$ cat config.mk
export PLATFORM = sky130hd
export DESIGN_NAME = mul_seq_shift_add_flat
export DESIGN_NICKNAME = d
export VERILOG_FILES = /design/src/rtl/mul_seq_shift_add_if.sv /design/src/rtl/mul_seq_shift_add.sv /design/src/flat_wrapper.sv
export SDC_FILE = /design/constraint.sdc
export NUM_CORES = 1
export LEC_CHECK = 0
export CELL_PAD_IN_SITES_DETAIL_PLACEMENT = 1
export CELL_PAD_IN_SITES_GLOBAL_PLACEMENT = 2
export CORE_UTILIZATION = 37
export DETAILED_ROUTE_END_ITERATION = 6
export PLACE_DENSITY = 0.88
export SLEW_MARGIN = 10
export SYNTH_ARGS = -nofsm -noshare
export SYNTH_HDL_FRONTEND = slang
export SYNTH_SLANG_ARGS = --single-unit
$ cat constraint.sdc
create_clock -name clk -period 5.5 [get_ports clk]
set_clock_uncertainty 0.1 [all_clocks]
set_input_delay 0.55 -clock clk [delete_from_list [all_inputs] [get_ports clk]]
set_output_delay 0.55 -clock clk [all_outputs]
set_load 0.01 [all_outputs]
$ cat src/rtl/mul_seq_shift_add_if.sv
// Operand/result handshake bundle for the sequential shift-add multiplier.
// Latency: none, this is wiring only.
// Backpressure: valid/ready on both the operand side and the result side.
//
// Ports carried:
//   in_valid / in_ready : operand pair handshake (a, b, signed_mode)
//   out_valid / out_ready : result handshake (product, trunc_ovf)
// master = producer of operands / consumer of results, slave = the multiplier.
interface mul_seq_shift_add_if #(
    parameter int WIDTH        = 8,
    parameter int FULL_PRODUCT = 0
);
    localparam int OUT_W = (FULL_PRODUCT != 0) ? 2 * WIDTH : WIDTH;

    logic             in_valid;
    logic             in_ready;
    logic [WIDTH-1:0] a;
    logic [WIDTH-1:0] b;
    logic             signed_mode;
    logic             out_valid;
    logic             out_ready;
    logic [OUT_W-1:0] product;
    logic             trunc_ovf;

    modport master (
        output in_valid, a, b, signed_mode, out_ready,
        input  in_ready, out_valid, product, trunc_ovf
    );

    modport slave (
        input  in_valid, a, b, signed_mode, out_ready,
        output in_ready, out_valid, product, trunc_ovf
    );
endinterface

$ cat src/rtl/mul_seq_shift_add.sv
// Sequential shift-add multiplier, one multiplier bit per clock, signed or unsigned.
// Latency: result valid WIDTH cycles after the operand handshake; WIDTH+2 cycles per result.
// Backpressure: result held in DONE until out_ready; operands refused (in_ready=0) outside IDLE.
//
// Ports:
//   clk, rst_n : rising-edge clock, asynchronous active-low reset
//   bus        : slave side of mul_seq_shift_add_if (operands in, product/trunc_ovf out)
module mul_seq_shift_add #(
    parameter int WIDTH        = 8,
    parameter int FULL_PRODUCT = 0
) (
    input  logic               clk,
    input  logic               rst_n,
    mul_seq_shift_add_if.slave bus
);
    localparam int OUT_W = (FULL_PRODUCT != 0) ? 2 * WIDTH : WIDTH;
    localparam int CW    = $clog2(WIDTH);

    typedef enum logic [1:0] {IDLE, BUSY, DONE} state_t;

    state_t             state;
    logic [WIDTH-1:0]   mcand;
    logic [WIDTH-1:0]   mplier;
    logic [2*WIDTH-1:0] acc;
    logic [CW-1:0]      cnt;
    logic               neg;
    logic               sgn;
    logic               in_ready_q;
    logic               out_valid_q;
    logic [OUT_W-1:0]   product_q;
    logic               trunc_ovf_q;

    // Operand magnitudes. The most negative value negates to itself, which
    // read as unsigned is exactly 2^(WIDTH-1), so no special case is needed.
    logic [WIDTH-1:0] a_mag;
    logic [WIDTH-1:0] b_mag;
    assign a_mag = (bus.signed_mode && bus.a[WIDTH-1]) ? (~bus.a + WIDTH'(1)) : bus.a;
    assign b_mag = (bus.signed_mode && bus.b[WIDTH-1]) ? (~bus.b + WIDTH'(1)) : bus.b;

    // One iteration: conditional add into the upper half (carry kept in the
    // extra sum bit), then the whole accumulator shifts right by one.
    logic [WIDTH:0]     sum;
    logic [2*WIDTH-1:0] acc_shf;
    assign sum     = {1'b0, acc[2*WIDTH-1:WIDTH]} + {1'b0, (mplier[0] ? mcand : '0)};
    assign acc_shf = {sum, acc[WIDTH-1:1]};

    // Final signed/unsigned product, valid on the last BUSY iteration.
    logic [2*WIDTH-1:0] p_full;
    logic [WIDTH-1:0]   hi_u;
    logic [WIDTH:0]     hi_s;
    logic               ovf_next;
    assign p_full = neg ? (~acc_shf + (2*WIDTH)'(1)) : acc_shf;
    assign hi_u   = p_full[2*WIDTH-1:WIDTH];
    // Signed truncation is lossless only if the discarded bits plus the new
    // sign bit are a pure sign extension.
    assign hi_s   = p_full[2*WIDTH-1:WIDTH-1];
    assign ovf_next = (FULL_PRODUCT == 0) &&
                      (sgn ? !((&hi_s) || (~|hi_s)) : (|hi_u));

    always_ff @(posedge clk or negedge rst_n) begin
        if (!rst_n) begin
            state       <= IDLE;
            mcand       <= '0;
            mplier      <= '0;
            acc         <= '0;
            cnt         <= '0;
            neg         <= 1'b0;
            sgn         <= 1'b0;
            in_ready_q  <= 1'b1;
            out_valid_q <= 1'b0;
            product_q   <= '0;
            trunc_ovf_q <= 1'b0;
        end else begin
            case (state)
                IDLE: begin
                    if (bus.in_valid) begin
                        mcand      <= a_mag;
                        mplier     <= b_mag;
                        neg        <= bus.signed_mode & (bus.a[WIDTH-1] ^ bus.b[WIDTH-1]);
                        sgn        <= bus.signed_mode;
                        acc        <= '0;
                        cnt        <= '0;
                        in_ready_q <= 1'b0;
                        state      <= BUSY;
                    end
                end
                BUSY: begin
                    acc    <= acc_shf;
                    mplier <= mplier >> 1;
                    cnt    <= cnt + CW'(1);
                    if (cnt == CW'(WIDTH - 1)) begin
                        product_q   <= p_full[OUT_W-1:0];
                        trunc_ovf_q <= ovf_next;
                        out_valid_q <= 1'b1;
                        state       <= DONE;
                    end
                end
                DONE: begin
                    if (bus.out_ready) begin
                        out_valid_q <= 1'b0;
                        in_ready_q  <= 1'b1;
                        state       <= IDLE;
                    end
                end
                default: begin
                    out_valid_q <= 1'b0;
                    in_ready_q  <= 1'b1;
                    state       <= IDLE;
                end
            endcase
        end
    end

    assign bus.in_ready  = in_ready_q;
    assign bus.out_valid = out_valid_q;
    assign bus.product   = product_q;
    assign bus.trunc_ovf = trunc_ovf_q;
endmodule

$ cat src/flat_wrapper.sv
// flat-port wrapper written by rule: the top's interface ports become plain ports
module mul_seq_shift_add_flat 
#(
    parameter int WIDTH        = 8,
    parameter int FULL_PRODUCT = 0
)
  (clk, rst_n, bus_in_valid, bus_a, bus_b, bus_signed_mode, bus_out_ready, bus_in_ready, bus_out_valid, bus_product, bus_trunc_ovf);
  mul_seq_shift_add_if #(.WIDTH(WIDTH), .FULL_PRODUCT(FULL_PRODUCT)) bus_i ();
  input  logic clk;
  input  logic rst_n;
  input wire logic [$bits(bus_i.in_valid)-1:0] bus_in_valid;
  input wire logic [$bits(bus_i.a)-1:0] bus_a;
  input wire logic [$bits(bus_i.b)-1:0] bus_b;
  input wire logic [$bits(bus_i.signed_mode)-1:0] bus_signed_mode;
  input wire logic [$bits(bus_i.out_ready)-1:0] bus_out_ready;
  output wire logic [$bits(bus_i.in_ready)-1:0] bus_in_ready;
  output wire logic [$bits(bus_i.out_valid)-1:0] bus_out_valid;
  output wire logic [$bits(bus_i.product)-1:0] bus_product;
  output wire logic [$bits(bus_i.trunc_ovf)-1:0] bus_trunc_ovf;
  assign bus_i.in_valid = bus_in_valid;
  assign bus_i.a = bus_a;
  assign bus_i.b = bus_b;
  assign bus_i.signed_mode = bus_signed_mode;
  assign bus_i.out_ready = bus_out_ready;
  assign bus_in_ready = bus_i.in_ready;
  assign bus_out_valid = bus_i.out_valid;
  assign bus_product = bus_i.product;
  assign bus_trunc_ovf = bus_i.trunc_ovf;
  mul_seq_shift_add #(.WIDTH(WIDTH), .FULL_PRODUCT(FULL_PRODUCT)) u_core (.clk(clk), .rst_n(rst_n), .bus(bus_i));
endmodule
==> run_results.csv <==
group,metric,value,unit
power_and_ir_drop,p_int,0.00102,W
worst_setup_path,cp_slowest_cell,"dfrtp_1",
worst_setup_path,crit_chain,"and2_1 -> ha_1 -> fa_1 -> xnor2_1 -> nand4_1 -> o2bb2ai_1 -> xnor2_1 -> nor4_1 -> nand4_1 -> o32ai_1 -> a31oi_1",
floorplanning,core,7770,sq um
synth,netlist_instances,343,
routing,num_vias,2509,
synth,synth_area_leaders,"dfrtp_1 (40%), nand2_1 (7.5%), o21ai_0 (6.3%)",
clocking,cts.htree.levels,2,
synth,synthDistinctLibCells,50,
timing,finalCritPeriodShare,0.599,
timing,finalMaxSlewViolations,0,
clocking,cts_sinks,49,
placement,io_buffers,31,
cells_and_area,antennaDiodeCount,0,
placement,place.gp.congestion,0.781,
worst_setup_path,worst-endpoint-arrival,3380,ps
timing,finalSetupViolCount,0,
cells_and_area,fillers,949,
flow_run,maxCapViolations,0,
cells_and_area,stdcell_count,474,
worst_setup_path,cp.required,5580,ps
synth,synth_nets,378,
clocking,clock_latency,300,ps
cells_and_area,final_core_util,0.449,
floorplanning,dieArea,8460,sq um
power_and_ir_drop,p_sw,0.000854,W
routing,wl_met3,168,um
clocking,hold_buffers,0,
routing,first_pass_iters,6,
placement,dp_hpwl,5070,um
floorplanning,die_w,92.0,um
synth,yosys_warnings,0,
worst_setup_path,slowest_delay,470,ps
routing,drtIter0Drc,80,
worst_setup_path,cp.depth,11,
synth,yosysTopAreaCellShare,0.401,
floorplanning,start_util,0.386,
power_and_ir_drop,p_seq_frac,0.340,
synth,post-synth-top-count-cell,"nand2_1",
grt,grt_max_degree,50,
grt,grt.overflow.total,0,
routing,wl_met2,3210,um
synth,post_synth_most_frequent_cells,"nand2_1 (60), dfrtp_1 (48), o21ai_0 (38), nor2_1 (21), nand3_1 (20)",
synth,synth-seq-cells,49,
routing,top_layer,"met4",
synth,avgSynthCellArea,8.74,sq um
synth,synth_top_area_cell,"dfrtp_1",
timing,period_minus_slack,3300,ps
power_and_ir_drop,combinationalPowerShare,0.545,
synth,async_reset_ff_frac,1.00,
timing,max_freq,0.303,GHz
clocking,path_clk_slew,90,ps
worst_setup_path,cp-start-kind,"flip-flop",
power_and_ir_drop,swShare,0.455,
routing,wl_met1,3370,um
synth,syn_area,3000,sq um
grt,grt_pass1_wl,11900,um
routing,wirelength,6780,um
grt,first_global_vias,2515,
timing,final.setup.tns,0,ps
worst_setup_path,r2r_cells,11,
routing,wl_per_cell,14.3,um
routing,routed_via_density,5.29,
synth,seq_area_frac_synth,0.410,
timing,tightest_slew,782,ps
cells_and_area,area_growth,16.3,%
routing,postRouteAntennaNets,0,
timing,hold_viol,0,
synth,ys.flop_type,"dfrtp_1",
cells_and_area,drive_gt1_frac,0.0645,
worst_setup_path,critPathCaptureType,"flip-flop",
grt,antenna_found_initial,0,
power_and_ir_drop,p_per_area,539,nW/um^2
worst_setup_path,cp_top_family,"simple AND/OR/NAND/NOR gates",
clocking,ctsResizeCount,0,
floorplanning,rows,32,
cells_and_area,finish.net_count,406,
worst_setup_path,cp_num_buf_inv,0,
placement,place_inst,466,
clocking,root_buffer,"clkbuf_8",
synth,synth-edff-count,0,
timing,slew_headroom,0.477,
power_and_ir_drop,leakage,1.51,nW
timing,rsz0062_at_grt,"false",
grt,grtUsageTotal,0.171,
power_and_ir_drop,finalPower,0.00188,W
clocking,numCtsBuffers,5,
clocking,cts_tree,"done",
clocking,cts_buffer_depth,2,
outcome,outcome,"complete, no violations",
routing,drc,0,
floorplanning,ios,32,
worst_setup_path,crit_fanout,9,
min_path,hp-class,"input pin to async pin",
power_and_ir_drop,clockPowerShare,0.114,
floorplanning,die_h,92.0,um
clocking,cts_setup_buffers,0,
power_and_ir_drop,ir_drop,0.163,mV
worst_setup_path,path_class,"flip-flop to flip-flop",
final cells by class:
class / count / area (sq um) / area share
multi-input combinational: 266 / 1660 / 0.475
sequential: 49 / 1230 / 0.352
timing repair buffer: 35 / 335 / 0.0962
tap: 102 / 128 / 0.0366
clock buffer: 6 / 72.6 / 0.0208
inverter: 14 / 52.6 / 0.0151
clock inverter: 2 / 13.8 / 0.00395
power groups by stage:
stage	logic [W]	registers, W	clock network, W
after floorplan	0.000764	0.000618	0
after global placement	0.00100	0.000638	0
after detailed placement	0.00103	0.000648	0
after CTS	0.00104	0.000640	0.000228
after global routing	0.00116	0.000661	0.000237
final	0.00102	0.000639	0.000215
cell usage in the layout (no fill, tap or decap), drive strengths merged, types with 3 or more instances in the layout:
master         netlist  final
a211oi               3      3
a21oi               13     13
a22oi                7      7
a31oi                4      4
and2                 8      8
buf                  2      5
clkbuf              12      6
clkdlybuf4s50        0     30
dfrtp               48     48
ha                  13     13
inv                 14     15
mux2i                3      3
nand2               60     60
nand3               21     21
nand4                4      4
nor2                21     21
nor3                 6      6
nor4                 3      3
o21ai               39     39
o2bb2ai              3      3
o31ai                6      6
or2                  3      3
xnor2               15     15
xor2                12     12
path summary, 6_finish.rpt:
kind | from | end | slack (ps)
max in group asynchronous | rst_n | u_core.bus.out_valid$_DFFE_PN0P_ | 4630
worst min-delay path | rst_n | u_core.bus.product[3]$_DFFE_PN0P_ | 240
worst min register to register | u_core.bus.product[7]$_DFFE_PN0P_ | u_core.bus.product[7]$_DFFE_PN0P_ | 380
min in group clk | u_core.bus.product[7]$_DFFE_PN0P_ | u_core.bus.product[7]$_DFFE_PN0P_ | 380
worst max-delay path | u_core.mplier[0]$_DFFE_PN0P_ | u_core.bus.trunc_ovf$_DFFE_PN0P_ | 2200
worst max register to register | u_core.mplier[0]$_DFFE_PN0P_ | u_core.bus.trunc_ovf$_DFFE_PN0P_ | 2200
logic make-up after synthesis:
family,after synthesis,synth area share
buf+inv,28,0.0380
xor+xnor,27,0.0789
fa+ha+maj,14,0.0610
mux,3,0.0100
simple gates,134,0.210
compound gates,88,0.193
flops,49,0.410
metrics by stage:
| step | area, sq um | worst slack [ps] | hold slack (ps) |
|---|---|---|---|
| after floorplan | 3000 | 2590 | 154 |
| after global placement | 3400 | 2320 | 358 |
| after detailed placement | 3400 | 2180 | 363 |
| after CTS | 3480 | 2160 | 271 |
| after global routing | 3480 | 1880 | 304 |
| final | 3480 | 2200 | 240 |
registers in the layout, indices dropped and copies added, names as in the netlist:
name                  count
u_core.bus.trunc_ovf      1
u_core.cnt                3
u_core.acc               15
u_core.sgn                1
u_core.bus.in_ready       1
u_core.bus.out_valid      1
u_core.neg                1
u_core.mplier             8
u_core.mcand              8
u_core.state              2
u_core.bus.product        8
layer usage:
layer | track usage | vias to the layer above
li1 | - | 1260
met3 | 0.0249 | 4
met5 | 0 | -
met4 | 0.0195 | 0
met1 | 0.229 | 1209
met2 | 0.302 | 36
worst register-to-register path: stages, from the launching register on:
cell       delay, ps
dfrtp_1          470
and2_1           200
ha_1             220
fa_1             460
xnor2_1          440
nand4_1          260
o2bb2ai_1        200
xnor2_1          140
nor4_1           260
nand4_1          130
o32ai_1          250
a31oi_1           60
No activity file was read; power rests on OpenSTA's default activity.
